--- src/rtl/tetrix_pkg.sv ---
// Shared definitions for the Tetrix display path.
// Provides playfield geometry, the row-scan state encoding and the
// shift-word width used by matrix_scan and frame_buffer.
package tetrix_pkg;

   localparam int ROWS    = 16;
   localparam int COLS    = 8;
   localparam int ROW_W   = 4;
   localparam int SHIFT_W = ROWS + COLS;
   localparam int BIT_W   = $clog2(SHIFT_W);

   typedef enum logic [1:0] {
      S_LOAD,
      S_SHIFT,
      S_LATCH,
      S_HOLD
   } scan_state_t;

   // One-hot row select for the 16 row driver outputs of the shift chain.
   function automatic logic [ROWS-1:0] row_onehot(input logic [ROW_W-1:0] row);
      row_onehot      = '0;
      row_onehot[row] = 1'b1;
   endfunction

endpackage

--- src/rtl/frame_buffer.sv ---
// Double-buffered 16x8 playfield bitmap.
// Ports:
//   clk_in, rst_n  - system clock, synchronous active-low reset
//   wr_en/wr_row/wr_data - write port, always into the back bank
//   toggle         - exchange front and back banks at the next edge
//   rd_row/rd_data - combinational read port of the front bank
module frame_buffer
   import tetrix_pkg::*;
(
   input  logic             clk_in,
   input  logic             rst_n,
   input  logic             wr_en,
   input  logic [ROW_W-1:0] wr_row,
   input  logic [COLS-1:0]  wr_data,
   input  logic             toggle,
   input  logic [ROW_W-1:0] rd_row,
   output logic [COLS-1:0]  rd_data
);

   logic [COLS-1:0] r_bank0 [ROWS];
   logic [COLS-1:0] r_bank1 [ROWS];
   logic            r_front;

   // A write coinciding with a toggle lands in the pre-toggle back bank,
   // which becomes the displayed bank from the next frame on.
   always_ff @(posedge clk_in) begin
      if (!rst_n) begin
         for (int unsigned i = 0; i < ROWS; i++) begin
            r_bank0[i] <= '0;
            r_bank1[i] <= '0;
         end
         r_front <= 1'b0;
      end else begin
         if (wr_en) begin
            if (r_front) r_bank0[wr_row] <= wr_data;
            else         r_bank1[wr_row] <= wr_data;
         end
         if (toggle) r_front <= ~r_front;
      end
   end

   always_comb begin
      rd_data = r_front ? r_bank1[rd_row] : r_bank0[rd_row];
   end

endmodule

--- src/rtl/matrix_scan.sv ---
// Row-scan driver for the LED matrix header.
// Serialises {row_onehot, columns} into three cascaded 74HC595-style
// shift registers one row at a time, then latches and holds the row.
// Ports:
//   clk_in, rst_n       - system clock, synchronous active-low reset
//   wr_en/wr_row/wr_data - back-buffer write port
//   swap / swap_done    - buffer exchange request / applied pulse
//   frame_done          - pulse after row 15's hold
//   sdata, sclk, latch, oe_n - shift chain controls (all registered)
//   scan_row            - row being loaded or displayed
module matrix_scan
   import tetrix_pkg::*;
#(
   parameter int CLK_DIV  = 4,
   parameter int ROW_HOLD = 2000
) (
   input  logic             clk_in,
   input  logic             rst_n,
   input  logic             wr_en,
   input  logic [ROW_W-1:0] wr_row,
   input  logic [COLS-1:0]  wr_data,
   input  logic             swap,
   output logic             swap_done,
   output logic             frame_done,
   output logic             sdata,
   output logic             sclk,
   output logic             latch,
   output logic             oe_n,
   output logic [ROW_W-1:0] scan_row
);

   localparam int CNT_MAX = (CLK_DIV > ROW_HOLD) ? CLK_DIV : ROW_HOLD;
   localparam int CNT_W   = $clog2(CNT_MAX + 1);
   localparam logic [CNT_W-1:0] DIV_LAST  = CNT_W'(CLK_DIV - 1);
   localparam logic [CNT_W-1:0] HOLD_LAST = CNT_W'(ROW_HOLD - 1);
   localparam logic [ROW_W-1:0] ROW_LAST  = ROW_W'(ROWS - 1);

   scan_state_t        r_state, w_state;
   logic [CNT_W-1:0]   r_cnt, w_cnt;
   logic [BIT_W-1:0]   r_bit, w_bit;
   logic               r_high, w_high;
   logic [ROW_W-1:0]   r_row, w_row;
   logic [SHIFT_W-1:0] r_shift, w_shift;
   logic               r_pend, w_pend;
   logic               r_sdata, w_sdata;
   logic               r_sclk, w_sclk;
   logic               r_latch, w_latch;
   logic               r_oe_n, w_oe_n;
   logic               r_frame_done, w_frame_done;
   logic               r_swap_done, w_swap_done;
   logic               w_toggle;
   logic [COLS-1:0]    w_rd_data;
   logic [SHIFT_W-1:0] w_word;

   frame_buffer u_frame_buffer (
      .clk_in  (clk_in),
      .rst_n   (rst_n),
      .wr_en   (wr_en),
      .wr_row  (wr_row),
      .wr_data (wr_data),
      .toggle  (w_toggle),
      .rd_row  (r_row),
      .rd_data (w_rd_data)
   );

   always_comb begin
      w_state      = r_state;
      w_cnt        = r_cnt;
      w_bit        = r_bit;
      w_high       = r_high;
      w_row        = r_row;
      w_shift      = r_shift;
      w_pend       = r_pend | swap;
      w_sdata      = r_sdata;
      w_sclk       = r_sclk;
      w_latch      = r_latch;
      w_oe_n       = r_oe_n;
      w_frame_done = 1'b0;
      w_swap_done  = 1'b0;
      w_toggle     = 1'b0;
      w_word       = {row_onehot(r_row), w_rd_data};

      case (r_state)
         S_LOAD: begin
            w_shift = w_word;
            w_bit   = BIT_W'(SHIFT_W - 1);
            w_high  = 1'b0;
            w_cnt   = '0;
            w_sdata = w_word[SHIFT_W-1];
            w_sclk  = 1'b0;
            w_state = S_SHIFT;
         end
         S_SHIFT: begin
            if (r_cnt == DIV_LAST) begin
               w_cnt = '0;
               if (!r_high) begin
                  w_high = 1'b1;
                  w_sclk = 1'b1;
               end else if (r_bit == '0) begin
                  w_sclk  = 1'b0;
                  w_latch = 1'b1;
                  w_state = S_LATCH;
               end else begin
                  // next bit is presented on the same edge sclk falls
                  w_high  = 1'b0;
                  w_sclk  = 1'b0;
                  w_bit   = r_bit - 1'b1;
                  w_sdata = r_shift[w_bit];
               end
            end else begin
               w_cnt = r_cnt + 1'b1;
            end
         end
         S_LATCH: begin
            if (r_cnt == DIV_LAST) begin
               w_cnt   = '0;
               w_latch = 1'b0;
               w_oe_n  = 1'b0;
               w_state = S_HOLD;
            end else begin
               w_cnt = r_cnt + 1'b1;
            end
         end
         S_HOLD: begin
            if (r_cnt == HOLD_LAST) begin
               w_cnt   = '0;
               w_state = S_LOAD;
               if (r_row == ROW_LAST) begin
                  w_row        = '0;
                  w_frame_done = 1'b1;
                  // w_pend already folds in a swap arriving this cycle
                  if (w_pend) begin
                     w_toggle    = 1'b1;
                     w_pend      = 1'b0;
                     w_swap_done = 1'b1;
                  end
               end else begin
                  w_row = r_row + 1'b1;
               end
            end else begin
               w_cnt = r_cnt + 1'b1;
            end
         end
         default: w_state = S_LOAD;
      endcase
   end

   always_ff @(posedge clk_in) begin
      if (!rst_n) begin
         r_state      <= S_LOAD;
         r_cnt        <= '0;
         r_bit        <= '0;
         r_high       <= 1'b0;
         r_row        <= '0;
         r_shift      <= '0;
         r_pend       <= 1'b0;
         r_sdata      <= 1'b0;
         r_sclk       <= 1'b0;
         r_latch      <= 1'b0;
         r_oe_n       <= 1'b1;
         r_frame_done <= 1'b0;
         r_swap_done  <= 1'b0;
      end else begin
         r_state      <= w_state;
         r_cnt        <= w_cnt;
         r_bit        <= w_bit;
         r_high       <= w_high;
         r_row        <= w_row;
         r_shift      <= w_shift;
         r_pend       <= w_pend;
         r_sdata      <= w_sdata;
         r_sclk       <= w_sclk;
         r_latch      <= w_latch;
         r_oe_n       <= w_oe_n;
         r_frame_done <= w_frame_done;
         r_swap_done  <= w_swap_done;
      end
   end

   assign swap_done  = r_swap_done;
   assign frame_done = r_frame_done;
   assign sdata      = r_sdata;
   assign sclk       = r_sclk;
   assign latch      = r_latch;
   assign oe_n       = r_oe_n;
   assign scan_row   = r_row;

endmodule

--- config.mk ---
export PLATFORM = sky130hd
export DESIGN_NAME = matrix_scan
export DESIGN_NICKNAME = d
export VERILOG_FILES = /design/src/rtl/tetrix_pkg.sv /design/src/rtl/frame_buffer.sv /design/src/rtl/matrix_scan.sv
export SDC_FILE = /design/constraint.sdc
export NUM_CORES = 1
export LEC_CHECK = 0
export ABC_AREA = 1
export CORE_MARGIN = 2
export CORE_UTILIZATION = 55
export CTS_BUF_LIST = sky130_fd_sc_hd__clkbuf_4 sky130_fd_sc_hd__clkbuf_8
export CTS_CLUSTER_DIAMETER = 200
export DETAILED_ROUTE_END_ITERATION = 7
export GPL_TIMING_DRIVEN = 0
export PLACE_DENSITY = 0.7
export SETUP_SLACK_MARGIN = 0.05
export SKIP_CTS_REPAIR_TIMING = 1
export SYNTH_ARGS = -nofsm -noshare
export SYNTH_HDL_FRONTEND = slang
export SYNTH_HIERARCHICAL = 1
export SYNTH_SLANG_ARGS = --single-unit
--- constraint.sdc ---
create_clock -name clk_in -period 4.3 [get_ports clk_in]
set_input_delay 0.86 -clock clk_in [delete_from_list [all_inputs] [get_ports clk_in]]
set_output_delay 0.86 -clock clk_in [all_outputs]
set_load 0.05 [all_outputs]
==> qor.csv <==
metric;value;unit
status;complete, no violations;
net-switching-power;1940;uW
vias;11900;
switching_share;27.7;%
total_leakage_power;0.00664;uW
cts-root-buf;clkbuf_8;
mostFrequentLayoutCells;nand2_1 (491), nor2_1 (292), edfxtp_1 (256), nand3_1 (222), inv_1 (62);
antenna_cells;0;
ys_ff_latch;311;
drc;0;
path_class;in2reg;
port_buffers;23;
comb_power_share;14.7;%
post_drt_wl_per_cell;19.7;microns
setup_tns;0;ns
min_path_type;reg2reg;
initial_core_util;56.3;%
grt_max_degree;14;
layout_commonest_cell;nand2_1;
die_area;0.0282;sq mm
endpoint;u_frame_buffer/r_bank1[5][2]$_SDFFCE_PN0P_;
nNetsFinal;1742;
slowest_stage;clkdlybuf4s50_1;
cp-end-kind;register;
synthesis.nets;1666;
reg2reg_to;r_shift[0]$_SDFFE_PN0P_;
rsz0062_at_grt;false;
setup_viol;0;
yosysWarnings;6;
grt_pass1_wl;62600;microns
synth_cell_types;36;
htreeDepth;2;
syn_to_final_growth;11.0;%
slew_headroom;35.9;%
cts_tree;done;
place_congestion;0.966;
cp_slowest_stage_delay;0.69;ns
hold_path_startpoint;oe_n$_SDFFE_PN1P_;
crit_fanout;9;
worst_setup_path_start_kind;primary input;
fin_ws;1.31;ns
skew;0.0198;ns
design_area;0.0164;sq mm
drt_iter0_markers;1191;
clk_latency;0.57;ns
final_cells;2087;
chipHeight;168;microns
core_area;0.0262;sq mm
worstPathRequired;4.53;ns
rows;59;
cts.sinks;311;
dp_cells;1997;
cp-startpoint;rst_n;
clk_path_buf_depth;3;
timing.rr.start;scan_row[1]$_SDFFE_PN0P_;
power_density;426;mW/mm^2
boundaryPins;26;
seqPwrFrac;49.9;%
fin_crit;2.99;ns
path_cells;clkdlybuf4s50_1 -> buf_2 -> inv_2 -> nor3_4 -> nand3_2 -> nand2_1;
postPlaceCellArea;0.0154;sq mm
p_clk_share;35.4;%
ir_drop;0.230;mV
fill_cells;2264;
utilization;62.5;%
fin_crit_sh;69.6;%
grt_pass1_vias;11300;
grt.overflow.total;0;
grt_antenna_before_repair;0;
grt.total_usage;29.4;%
ys.flop_type;edfxtp_1;
drt_pass1_iterations;5;
ys_seq_area_share;59.5;%
avgSynthCellArea;9.01;sq um
syn-cell-area;0.0148;sq mm
clkTransAtPathRegs;0.06;ns
finalHoldViolCount;0;
synth_edf_count;256;
async_flop_share;0;%
slew_violations;0;
maxCapViolations;0;
rr_worst_depth;11;
finalWirelength;41000;microns
r2r_setup_slack;1.48;ns
drtAntennaViolNets;0;
cts_buffers;51;
drive_gt1_share;11.1;%
p_int;5050;uW
synth_cells;1639;
dp.final_hpwl;29300;microns
die_w;168;microns
pre_cts_ws;0.763;ns
viasPerCell;5.69;
fmax;334;MHz
crit_arrival;3.22;ns
worst_pin_slew;0.961;ns
## area by class of cell
class                           count  area (sq um)  share of cell area [%]
Sequential cell                   311          8790                    53.7
Multi-Input combinational cell   1161          5260                    32.1
Clock buffer                       74           893                    5.45
Buffer                             96           452                    2.76
Tap cell                          335           419                    2.56
Inverter                           71           267                    1.63
Timing Repair Buffer               23           230                    1.41
Clock inverter                     16          76.3                   0.466
## power groups by stage
| stage | logic [uW] | registers, uW | clock network (uW) |
|---|---|---|---|
| CTS | 1020 | 3480 | 2520 |
| detailed placement | 1010 | 3540 | 0 |
| global route | 1150 | 3500 | 2650 |
| finish | 1030 | 3480 | 2470 |
| floorplan | 726 | 3540 | 0 |
| global placement | 998 | 3540 | 0 |
## critical path: cells and delay by family
family | cells | cell delay, ns
buf+inv | 3 | 1.06
simple gates | 3 | 1.29
## flip-flops by register name, summed over array words and instances (netlist names), 2 cells and up
register / count
r_bit: 5
r_cnt: 11
r_shift: 24
r_state: 2
scan_row: 4
u_frame_buffer/r_bank0: 128
u_frame_buffer/r_bank1: 128
## routing by layer
layer  part of all wire [%]  up-vias  track usage [%]
met5                   0.14        -             1.57
li1                       -     5563                -
met3                    9.8      121             6.98
met4                    4.1        2             12.2
met2                     46      578             46.7
met1                     40     5612             39.0
## worst min-delay path by stage
| stage | to | slack [ns] | depth (start not counted) |
|---|---|---|---|
| 3_5_place_dp | r_shift[5]$_SDFFE_PN0P_ | 0.45 | 2 |
| 2_1_floorplan | r_cnt[0]$_SDFF_PN0_ | 0.43 | 1 |
| 3_3_place_gp | r_cnt[0]$_SDFF_PN0_ | 0.44 | 1 |
| 6_report | oe_n$_SDFFE_PN1P_ | 0.46 | 2 |
| 5_1_grt | r_shift[5]$_SDFFE_PN0P_ | 0.48 | 2 |
| 4_1_cts | r_shift[5]$_SDFFE_PN0P_ | 0.46 | 2 |
## synth_stat cells (all sizes together), types with 7 or more instances
cell type	number	area, sq um
xor2	7	61.3
a21oi	30	154
inv	70	263
o21ai	18	90.1
edfxtp	256	7690
ha	11	138
nand2	511	1980
nor2	310	1220
dfxtp	55	1100
nor3	10	82.6
nand4	8	56.3
nand3	243	1370
buf	50	279
clkbuf	46	173
## metrics by stage
step / hold slack (ns) / total power, uW
6_report: 0.460 / 6980
4_1_cts: 0.462 / 7020
2_1_floorplan: 0.427 / 4270
5_1_grt: 0.476 / 7300
3_5_place_dp: 0.454 / 4560
3_3_place_gp: 0.443 / 4540
## cells by family (layout without fill, tap and decap cells)
| group | count (synthesis) | in the layout | share of synthesized area (%) |
|---|---|---|---|
| buf+inv | 167 | 280 | 4.87 |
| xor+xnor | 12 | 12 | 0.712 |
| fa+ha+maj | 11 | 11 | 0.932 |
| compound gates | 54 | 54 | 1.95 |
| simple gates | 1084 | 1084 | 32.0 |
| flops | 311 | 311 | 59.5 |
Note: power is estimated with default switching activity, not from simulation.
